[src/rtl/forti_audio_pkg.sv]
`default_nettype none
// ============================================================================
// forti_audio_pkg : shared constants and mix helper for the FORTi audio path
// Revision 1.0
// ============================================================================
package forti_audio_pkg;

  localparam int FRAME_BITS = 64;
  localparam int SLOT_BITS  = 32;
  localparam int PCM_BITS   = 16;
  localparam int MIX_BITS   = 10;
  localparam int VOICES     = 4;

  localparam logic [MIX_BITS-1:0] MIX_MIDPOINT     = 10'd512;
  localparam logic [23:0]         DEFAULT_BCLK_INC = 24'd473520;
  localparam logic [PCM_BITS-1:0] PCM_RESET        = 16'h8000;

  typedef logic [VOICES-1:0][7:0] voice_bus_t;

  // Centre the unsigned mix on zero and scale it up to a 16-bit signed word.
  function automatic logic [PCM_BITS-1:0] mix_to_pcm(input logic [MIX_BITS-1:0] sum,
                                                     input int unsigned          shift);
    logic [MIX_BITS:0] centred;
    centred = {1'b0, sum} - {1'b0, MIX_MIDPOINT};
    return {{(PCM_BITS-MIX_BITS-1){centred[MIX_BITS]}}, centred} << shift;
  endfunction

endpackage
`default_nettype wire

[src/rtl/i2s_serializer.sv]
`default_nettype none
// ============================================================================
// i2s_serializer : 64-bit I2S frame sequencer, same word in both slots
// Revision 1.0
// ============================================================================
module i2s_serializer
  import forti_audio_pkg::*;
(
  input  logic                clk,
  input  logic                reset,
  input  logic                tick,
  input  logic [PCM_BITS-1:0] pcm_in,
  output logic                bclk,
  output logic                lrclk,
  output logic                sdata,
  output logic                load
);

  localparam int CNT_W  = $clog2(FRAME_BITS);
  localparam int SLOT_W = $clog2(SLOT_BITS);

  logic [CNT_W-1:0]    bitcnt;
  logic [CNT_W-1:0]    bitcnt_next;
  logic [SLOT_W-1:0]   slot_pos;
  logic [PCM_BITS-1:0] word_hold;
  logic [PCM_BITS-1:0] shreg;
  logic                fall;

  assign fall        = tick & bclk;
  assign bitcnt_next = bitcnt + 1'b1;
  assign slot_pos    = bitcnt_next[SLOT_W-1:0];
  assign load        = fall && (bitcnt_next == '0);

  always_ff @(posedge clk) begin
    if (reset) begin
      bclk      <= 1'b0;
      lrclk     <= 1'b0;
      sdata     <= 1'b0;
      bitcnt    <= '0;
      word_hold <= PCM_RESET;
      shreg     <= PCM_RESET;
    end else begin
      if (tick) begin
        bclk <= ~bclk;
      end
      if (fall) begin
        bitcnt <= bitcnt_next;
        lrclk  <= bitcnt_next[CNT_W-1];
        // Slot position 0 is the one-bit I2S delay; the shifter is primed here.
        if (slot_pos == '0) begin
          sdata <= 1'b0;
          if (load) begin
            word_hold <= pcm_in;
            shreg     <= pcm_in;
          end else begin
            shreg <= word_hold;
          end
        end else if (slot_pos <= SLOT_W'(PCM_BITS)) begin
          sdata <= shreg[PCM_BITS-1];
          shreg <= {shreg[PCM_BITS-2:0], 1'b0};
        end else begin
          sdata <= 1'b0;
        end
      end
    end
  end

endmodule
`default_nettype wire

[src/rtl/forti_audio_out.sv]
`default_nettype none
// ============================================================================
// forti_audio_out : four-voice mixer, sndclk->clk capture filter, I2S output
// Revision 1.0
// ============================================================================
module forti_audio_out
  import forti_audio_pkg::*;
#(
  parameter int                   ACC_WIDTH  = 24,
  parameter logic [ACC_WIDTH-1:0] BCLK_INC   = ACC_WIDTH'(DEFAULT_BCLK_INC),
  parameter int                   GAIN_SHIFT = 6
) (
  input  logic                clk,
  input  logic                reset,
  input  logic [7:0]          sample1,
  input  logic [7:0]          sample2,
  input  logic [7:0]          sample3,
  input  logic [7:0]          sample4,
  input  logic [VOICES-1:0]   mute,
  output logic                bclk,
  output logic                lrclk,
  output logic                sdata,
  output logic [PCM_BITS-1:0] pcm,
  output logic                frame_strobe
);

  voice_bus_t          voices_a;
  voice_bus_t          voices_b;
  voice_bus_t          voices_stable;
  logic [MIX_BITS-1:0] mix_sum;
  logic [PCM_BITS-1:0] word;
  logic [ACC_WIDTH-1:0] acc;
  logic [ACC_WIDTH:0]  acc_sum;
  logic                tick;
  logic                load;

  // Two back-to-back captures must agree before a multi-bit sample is trusted.
  always_ff @(posedge clk) begin
    if (reset) begin
      voices_a      <= '0;
      voices_b      <= '0;
      voices_stable <= '0;
    end else begin
      voices_a <= {sample4, sample3, sample2, sample1};
      voices_b <= voices_a;
      if (voices_a == voices_b) begin
        voices_stable <= voices_b;
      end
    end
  end

  always_comb begin
    mix_sum = '0;
    for (int v = 0; v < VOICES; v++) begin
      mix_sum = mix_sum + (mute[v] ? '0 : {2'b00, voices_stable[v]});
    end
    word = mix_to_pcm(mix_sum, GAIN_SHIFT);
  end

  assign acc_sum = {1'b0, acc} + {1'b0, BCLK_INC};
  assign tick    = acc_sum[ACC_WIDTH];

  always_ff @(posedge clk) begin
    if (reset) begin
      acc          <= '0;
      pcm          <= PCM_RESET;
      frame_strobe <= 1'b0;
    end else begin
      acc          <= acc_sum[ACC_WIDTH-1:0];
      frame_strobe <= load;
      if (load) begin
        pcm <= word;
      end
    end
  end

  i2s_serializer u_serializer (
    .clk    (clk),
    .reset  (reset),
    .tick   (tick),
    .pcm_in (word),
    .bclk   (bclk),
    .lrclk  (lrclk),
    .sdata  (sdata),
    .load   (load)
  );

endmodule
`default_nettype wire

[config.mk]
export PLATFORM = sky130hd
export DESIGN_NAME = forti_audio_out
export DESIGN_NICKNAME = d
export VERILOG_FILES = /design/src/rtl/forti_audio_pkg.sv /design/src/rtl/i2s_serializer.sv /design/src/rtl/forti_audio_out.sv
export SDC_FILE = /design/constraint.sdc
export NUM_CORES = 1
export LEC_CHECK = 0
export ABC_CLOCK_PERIOD_IN_PS = 6400
export CORE_MARGIN = 4
export CORE_UTILIZATION = 50
export DETAILED_ROUTE_END_ITERATION = 8
export MAX_ROUTING_LAYER = met4
export PLACE_DENSITY_LB_ADDON = 0.15
export SLEW_MARGIN = 10
export SYNTH_ARGS = -nofsm -noshare
export SYNTH_HDL_FRONTEND = slang
export SYNTH_SLANG_ARGS = --single-unit
export TNS_END_PERCENT = 100
[constraint.sdc]
create_clock -name clk -period 6.4 [get_ports clk]
set_clock_uncertainty 0.1 [all_clocks]
set_input_delay 0.64 -clock clk [delete_from_list [all_inputs] [get_ports clk]]
set_output_delay 0.64 -clock clk [all_outputs]
set_load 0.005 [all_outputs]
Word level (Yosys, flattened, before mapping). Cells that the tools add are included. W data, S select, Z words.

Register bits after elaboration: 172. Bits in latches: 0. Memory bits (writable): 0. Bits in read-only memories: 0. Output and inout bits: 20. Memories: 0.

Add/sub/neg operators: 6. Multiply operators: 0. Div/mod/pow operators: 0. Magnitude comparators: 1. Equality and inequality tests: 1. Shifts and indexed selects: 0. Multiplexer cells: 9. Bitwise logic cells: 2. Reductions and logical operators: 6.

Operators by type and width (number): $mux W16 (3); $eq A32 B32 Y1 (1); $mux W8 (4); $add A24 B19 Y25 const B (1); $add A10 B8 Y10 (1); $add A9 B8 Y10 (1); $sub A10 B10 Y10 const B (1); $add A8 B8 Y9 (1); $add A6 B1 Y6 const B (1); $logic_not A6 Y1 (1); $le A5 B5 Y1 const B (1); $logic_not A5 Y1 (1); $reduce_and A2 Y1 (2); $mux W1 (2); $reduce_bool A2 Y1 (1); $and A1 B1 Y1 (1); $logic_and A1 B1 Y1 (1); $not A1 Y1 (1).

Depth between registers and ports, before layout. Gate-level depths: netlist of the first run.

Depth after elaboration: 7. Depth in mapped cells: 12. Mapped depth without buffers: 12.

By module. Synthesis of the first run repeated with hierarchy kept, for this count alone.

Cell total of the unflattened synthesis: 823. Area total of the unflattened synthesis: 7764.9 um2.

By module, submodules not included: forti_audio_out (times used 1, cells each 580, area an instance 5604.1 um2); i2s_serializer (times used 1, cells each 243, area an instance 2160.8 um2).

Least setup slack after synthesis of the first run. Ideal clock, no wire load.

Path kind: input to register. From: input port mute[1]. To: register u_serializer.shreg[13]. Library setup time: 91 ps. Arrival: 3408 ps. Path slack: 2801 ps. Cell stages on the path: 11. Path buffers: 0. Cells stage by stage: nor2b_1 -> fa_1 -> fa_1 -> ha_1 -> fa_1 -> a211oi_1 -> o21a_1 -> nor2_1 -> xnor2_1 -> a211o_1 -> a311oi_1.

Longest elaborated chain between the ends: 7.

RTL lines: from (decl) (RTL line forti_audio_out.sv:19) `input logic [VOICES-1:0] mute,`; $mux W8 (RTL line forti_audio_out.sv:55) `mix_sum = mix_sum + (mute[v] ? '0 : {2'b00, voices_stable[v]});`; $add A8 B8 Y9 (RTL line forti_audio_out.sv:55); $add A9 B8 Y10 (RTL line forti_audio_out.sv:55); $add A10 B8 Y10 (RTL line forti_audio_out.sv:55); $sub A10 B10 Y10 (RTL line forti_audio_pkg.sv:24) `centred = {1'b0, sum} - {1'b0, MIX_MIDPOINT};`; $mux W16 (RTL line i2s_serializer.sv:52) `if (load) begin`; $mux W16 (RTL line i2s_serializer.sv:50) `if (slot_pos == '0) begin`; to (signal assigned) (RTL line i2s_serializer.sv:54) `shreg <= pcm_in;`; to (signal assigned) (RTL line i2s_serializer.sv:56) `shreg <= word_hold;`; to (signal assigned) (RTL line i2s_serializer.sv:60) `shreg <= {shreg[PCM_BITS-2:0], 1'b0};`; to (decl) (RTL line i2s_serializer.sv:26) `logic [PCM_BITS-1:0] shreg;`.

Every way passes these cells. A chain may end at the register's enable or synchronous reset.

Final worst setup path of the first run. Same ends and word-level chain as after synthesis.

==> flow_summary.json, run 1 <==
{
  "n_antenna_cell": 0,
  "routed_wl_um": 13700,
  "avgSynthCellArea_sq_um": 9.82,
  "synth_top_area_cell": "dfxtp_1",
  "hold_viol_final": 0,
  "max-slew-margin-rel": 0.315,
  "num_vias": 4950,
  "min_path_type": "flop to flop",
  "gp_congestion": 0.818,
  "layout.cells.non_filler": 962,
  "drt_first_iter_violations": 243,
  "ys_types": 66,
  "outcome": "finished, final reports clean",
  "async_flop_share": 0,
  "rsz0062_at_grt": "false",
  "ios": 58,
  "clk_latency_ns": 0.43,
  "drc": 0,
  "track_usage": 0.183,
  "antenna_left": 0,
  "synth_edf_count": 0,
  "first_global_vias": 4928,
  "dp_cells": 930,
  "ctsRootBufferMaster": "clkbuf_16",
  "tritoncts": "done",
  "power_uw": 2450,
  "rows": 43,
  "cts_buffers": 17,
  "cts_max_level": 4,
  "final.setup.tns_ns": 0,
  "nFillCells": 1176,
  "cts-hold-fix-buffers": 0,
  "post_cts_resized": 0,
  "syn-instance-count": 728,
  "arrival_ns": 4.20,
  "place_ws_ns": 2.02,
  "path_clk_slew_ns": 0.06,
  "cap_viol_max_count": 0,
  "routedWlPerCell_um": 14.2,
  "coreArea_sq_mm": 0.0139,
  "use_met1": 0.206,
  "gr-total-overflow": 0,
  "synth_area_sq_mm": 0.00715,
  "drive_above_1_share": 0.0716,
  "gr-max-usage-layer": "met2",
  "worstPathRequired_ns": 6.63,
  "clock.fmax_mhz": 252,
  "synth_top_flop_cell": "dfxtp_1",
  "power_density_mw_per_mm2": 292,
  "drv_slew": 0,
  "yosysMostFrequentCell": "dfxtp_1",
  "start_util": 0.513,
  "grt_max_degree": 102,
  "synth-seq-cells": 167,
  "crit_type": "input port to flop",
  "p_leak_uw": 0.00343,
  "avgViaCountPerCell": 5.15,
  "crit_path_end_kind": "flop",
  "dieArea_sq_mm": 0.0163,
  "irDropWorstVdd_v": 0.000194,
  "yosys-top-cells-area": "dfxtp_1 47%, nor2b_1 7.3%, xnor2_1 5.8%",
  "die_h_um": 128,
  "fin_nets": 835,
  "grtUsageMet2": 0.313,
  "cp-start-kind": "input port",
  "grt_pass1_wl_um": 23100,
  "min_period_over_period": 0.619,
  "post_cts_buffers": 0,
  "cts_buffer_depth": 2,
  "antenna_found_initial": 0,
  "synth_top_area_frac": 0.468,
  "fin_ws_ns": 2.44,
  "fin_crit_ns": 3.96,
  "yosysWarnings": 0,
  "use_met3": 0.0431,
  "portBuffers": 51,
  "setup_viol": 0,
  "synth_common_cells": "167 x dfxtp_1, 83 x nor2b_1, 73 x nor2_1",
  "die_w_um": 128,
  "worst_pin_slew_ns": 1.03,
  "area_growth_pct": 17.3,
  "cp_max_fo": 8,
  "drt_pass1_iterations": 5,
  "ys_seq_area_frac": 0.468,
  "dp_hpwl_um": 9780,
  "clock-sinks": 167
}
## final cells by class
type                       count  area (sq um)  share of cell area
sequential                   167          3340               0.399
tap                          180           225              0.0269
clock inverter                14           211              0.0252
timing repair buffer          53           523              0.0624
multi-input combinational    500          3530               0.421
clock buffer                  18           439              0.0524
inverter                      30           113              0.0134
## metrics by stage
stage / utilization / instance area [sq um] / hold WS (ns)
global placement: 0.555 / 7730 / 0.319
finish: 0.602 / 8380 / 0.349
detailed placement: 0.555 / 7730 / 0.343
floorplan: - / 7160 / 0.309
CTS: 0.602 / 8380 / 0.355
global route: 0.602 / 8380 / 0.367
## kinds of logic after synthesis
family | Yosys count | synth area share
compound gates | 91 | 0.0907
xor+xnor | 60 | 0.0735
fa+ha+maj | 28 | 0.0658
buf+inv | 66 | 0.0411
flops | 167 | 0.468
mux | 34 | 0.0478
other cells | 1 | 0.000525
simple gates | 281 | 0.213
## state kept, by name (all words and copies together) (netlist names)
register,flops
acc,20
frame_strobe,1
pcm,10
u_serializer.bclk,1
u_serializer.bitcnt,6
u_serializer.sdata,1
u_serializer.shreg,16
u_serializer.word_hold,16
voices_a,32
voices_b,32
voices_stable,32
## where the power goes
part | internal (uW) | switching [uW]
sequential | 1090 | 44.0
combinational | 95.1 | 108
clock | 677 | 434
## routing by layer
layer  share of wire  wire (um)  vias to the layer above
met5               0          0                        -
met4           0.019        253                        0
met3           0.042        577                       15
met2            0.50       6890                      103
met1            0.44       5950                     2347
li1                -          -                     2485
## final timing paths
| path | from | endpoint | slack [ns] | cells past startpoint |
|---|---|---|---|---|
| min | acc[4] | acc[4] | 0.35 | 1 |
| max | mute[1] | u_serializer.shreg[13] | 2.44 | 12 |
| min reg2reg | acc[4] | acc[4] | 0.35 | 1 |
| max reg2reg | voices_stable[9] | u_serializer.shreg[13] | 2.85 | 11 |
## cell usage in the layout, fill, tap and decap left out, types with 3 or more instances in the layout
cell type and count:
nand3b_1 5, and2_1 7, xnor2_1 47, nor2_1 73
conb_1 6, nand3_1 8, buf_4 3, nand2b_1 18
nand3_2 4, o21ai_1 4, o31ai_1 3, nand4_1 9
clkbuf_16 17, mux2i_1 33, inv_6 4, fa_1 16
ha_1 12, xor2_1 13, inv_1 30, nor3_1 14
and3_1 5, clkdlybuf4s50_1 50, or2_1 3, nor2b_1 83
bufinv_16 4, a211oi_1 7, o21a_1 4, a221oi_1 5
o21ai_0 9, dfxtp_1 167, inv_8 3, a21oi_1 31
o21bai_1 4, nand2_1 37
## worst max-delay path, cell delays in order
cell and delay [ns]:
clkdlybuf4s50_1 0.54, nor2b_1 0.22, fa_1 0.46, fa_1 0.49, ha_1 0.24, fa_1 0.43
a211oi_1 0.28, o21a_1 0.19, nor2_1 0.06, xnor2_1 0.12, a211o_1 0.29, a311oi_1 0.23
Note: power is estimated with default switching activity, not from simulation.
==> run 2, diff against run 1 <==
Settings changed: ABC_CLOCK_PERIOD_IN_PS 6400 to 3400.
Clock period 6.4 ns to 3.4 ns, I/O delays scaled along.
==> flow_summary.json, run 2 (synthesis results as in run 1) <==
{
  "antenna_left": 0,
  "cts_buffer_depth": 2,
  "r2r_start": "voices_stable[17]",
  "cts_max_level": 4,
  "portBuffers": 51,
  "rsz0062_at_grt": "true",
  "slowest_delay_ns": 0.56,
  "p_leak_uw": 0.00350,
  "worst_pin_slew_ns": 0.725,
  "top_regs": "voices_a x32, voices_b x32, voices_stable x32",
  "path_clk_slew_ns": 0.07,
  "dp_hpwl_um": 10200,
  "routed_wl_um": 14200,
  "routedWlPerCell_um": 14.5,
  "outcome": "finished, final reports clean",
  "track_usage": 0.189,
  "dieArea_sq_mm": 0.0163,
  "ff2ff_setup_slack_ns": 0.11,
  "hold_viol_final": 0,
  "power_density_mw_per_mm2": 517,
  "cap_viol_max_count": 0,
  "drive_above_1_share": 0.115,
  "gp_congestion": 0.798,
  "crit_path_end_kind": "flop",
  "r2r_cells": 11,
  "r2r-end": "u_serializer.shreg[13]",
  "final_cell_mix": "164 x dfxtp_1, 80 x nor2b_1, 73 x nor2_1, 47 x clkdlybuf4s50_1, 46 x xnor2_1",
  "min-delay-start": "acc[4]",
  "start_util": 0.513,
  "cp-start-kind": "flop",
  "drc": 0,
  "first_global_vias": 5151,
  "clock-sinks": 167,
  "tritoncts": "done",
  "dpl_cell_area_sq_mm": 0.00789,
  "drt_pass1_iterations": 4,
  "crit_slowest_cell": "fa_1",
  "arrival_ns": 3.52,
  "hold_depth": 1,
  "max-slew-margin-rel": 0.516,
  "ctsRootBufferMaster": "clkbuf_16",
  "area_growth_pct": 20.3,
  "gr-total-overflow": 0,
  "min_period_over_period": 0.967,
  "grt_pass1_wl_um": 24100,
  "drv_slew": 0,
  "avgViaCountPerCell": 5.09,
  "clock.fmax_mhz": 304,
  "num_vias": 4998,
  "drt_first_iter_violations": 207,
  "finalInstanceArea_sq_mm": 0.00859,
  "die_h_um": 128,
  "ios": 58,
  "rows": 43,
  "worstPathRequired_ns": 3.64,
  "fin_crit_ns": 3.29,
  "setup_viol": 0,
  "min_to": "acc[4]",
  "antenna_found_initial": 1,
  "final_common_cell": "dfxtp_1",
  "holdWs_ns": 0.343,
  "crit_type": "flop to flop",
  "die_w_um": 128,
  "fin_nets": 855,
  "crit_path_cell_trace": "nor2b_4 -> fa_1 -> fa_1 -> ha_2 -> fa_2 -> a211oi_2 -> o21a_1 -> nor2_1 -> xnor2_1 -> a211o_1 -> a311oi_2",
  "final_util": 0.617,
  "grt_max_degree": 99,
  "irDropWorstVdd_v": 0.000456,
  "cpMostUsedCell": "fa_1",
  "cp_max_fo": 2,
  "cts_buffers": 17,
  "clk_latency_ns": 0.43,
  "coreArea_sq_mm": 0.0139,
  "min_path_type": "flop to flop"
}
==> run 2: worst max-delay path by stage <==
stage | startpoint | endpoint
floorplan | mute[1] | u_serializer.shreg[13]
global placement | mute[2] | u_serializer.shreg[13]
detailed placement | mute[2] | u_serializer.shreg[13]
CTS | voices_stable[1] | u_serializer.shreg[11]
global route | voices_stable[17] | u_serializer.shreg[11]
finish | voices_stable[17] | u_serializer.shreg[13]
==> run 2: what timing repair did <==
| action | 4_1_cts | 5_1_grt |
|---|---|---|
| resized for setup | 10 | 15 |
| gates cloned | 0 | 0 |
| hold endpoints to repair | 0 | 0 |
| pin swaps | 1 | 17 |
| hold buffers | 0 | 0 |
| buffers inserted | 0 | 1 |
| setup endpoints to repair | 7 | 8 |
==> run 2: through the flow <==
step           TNS [ns]  power [uW]  instances  setup slack (ns)
3_3_place_gp      -5.93        2550        949            -0.475
5_1_grt         -0.0827        4630        982           -0.0570
6_report              0        4440        982             0.114
4_1_cts               0        4480        980            0.0141
3_5_place_dp      -7.98        2570        949            -0.590
2_1_floorplan         0        2440        733             0.101
==> run 2: power breakdown <==
part	internal (uW)	switching (uW)
combinational	189	206
sequential	2050	83.2
clock	1130	785
==> run 2: cell type report <==
cell class                 count  area, sq um
fill                        1162         5340
antenna                        1         2.50
tap                          180          225
clock inverter                12          140
multi-input combinational    500         3630
inverter                      30          113
sequential                   167         3350
clock buffer                  19          453
timing repair buffer          73          687
==> run 2: critical path, delay by kind of cell (launching register included) <==
kind	cells	cell delay, ns
xor gates and xnor gates	1	0.13
adders and majority gates	4	1.63
AOI/OAI and AO/OA	4	0.83
and+or+nand+nor	2	0.18
DFF	1	0.33
==> run 2: routing by layer <==
layer	GRT usage	up-vias	part of all wire	wire [um]
met5	-	-	0	0
met4	0.0650	0	0.020	278
met3	0.0518	24	0.036	514
met2	0.327	91	0.52	7330
met1	0.211	2350	0.43	6070
li1	-	2533	-	-
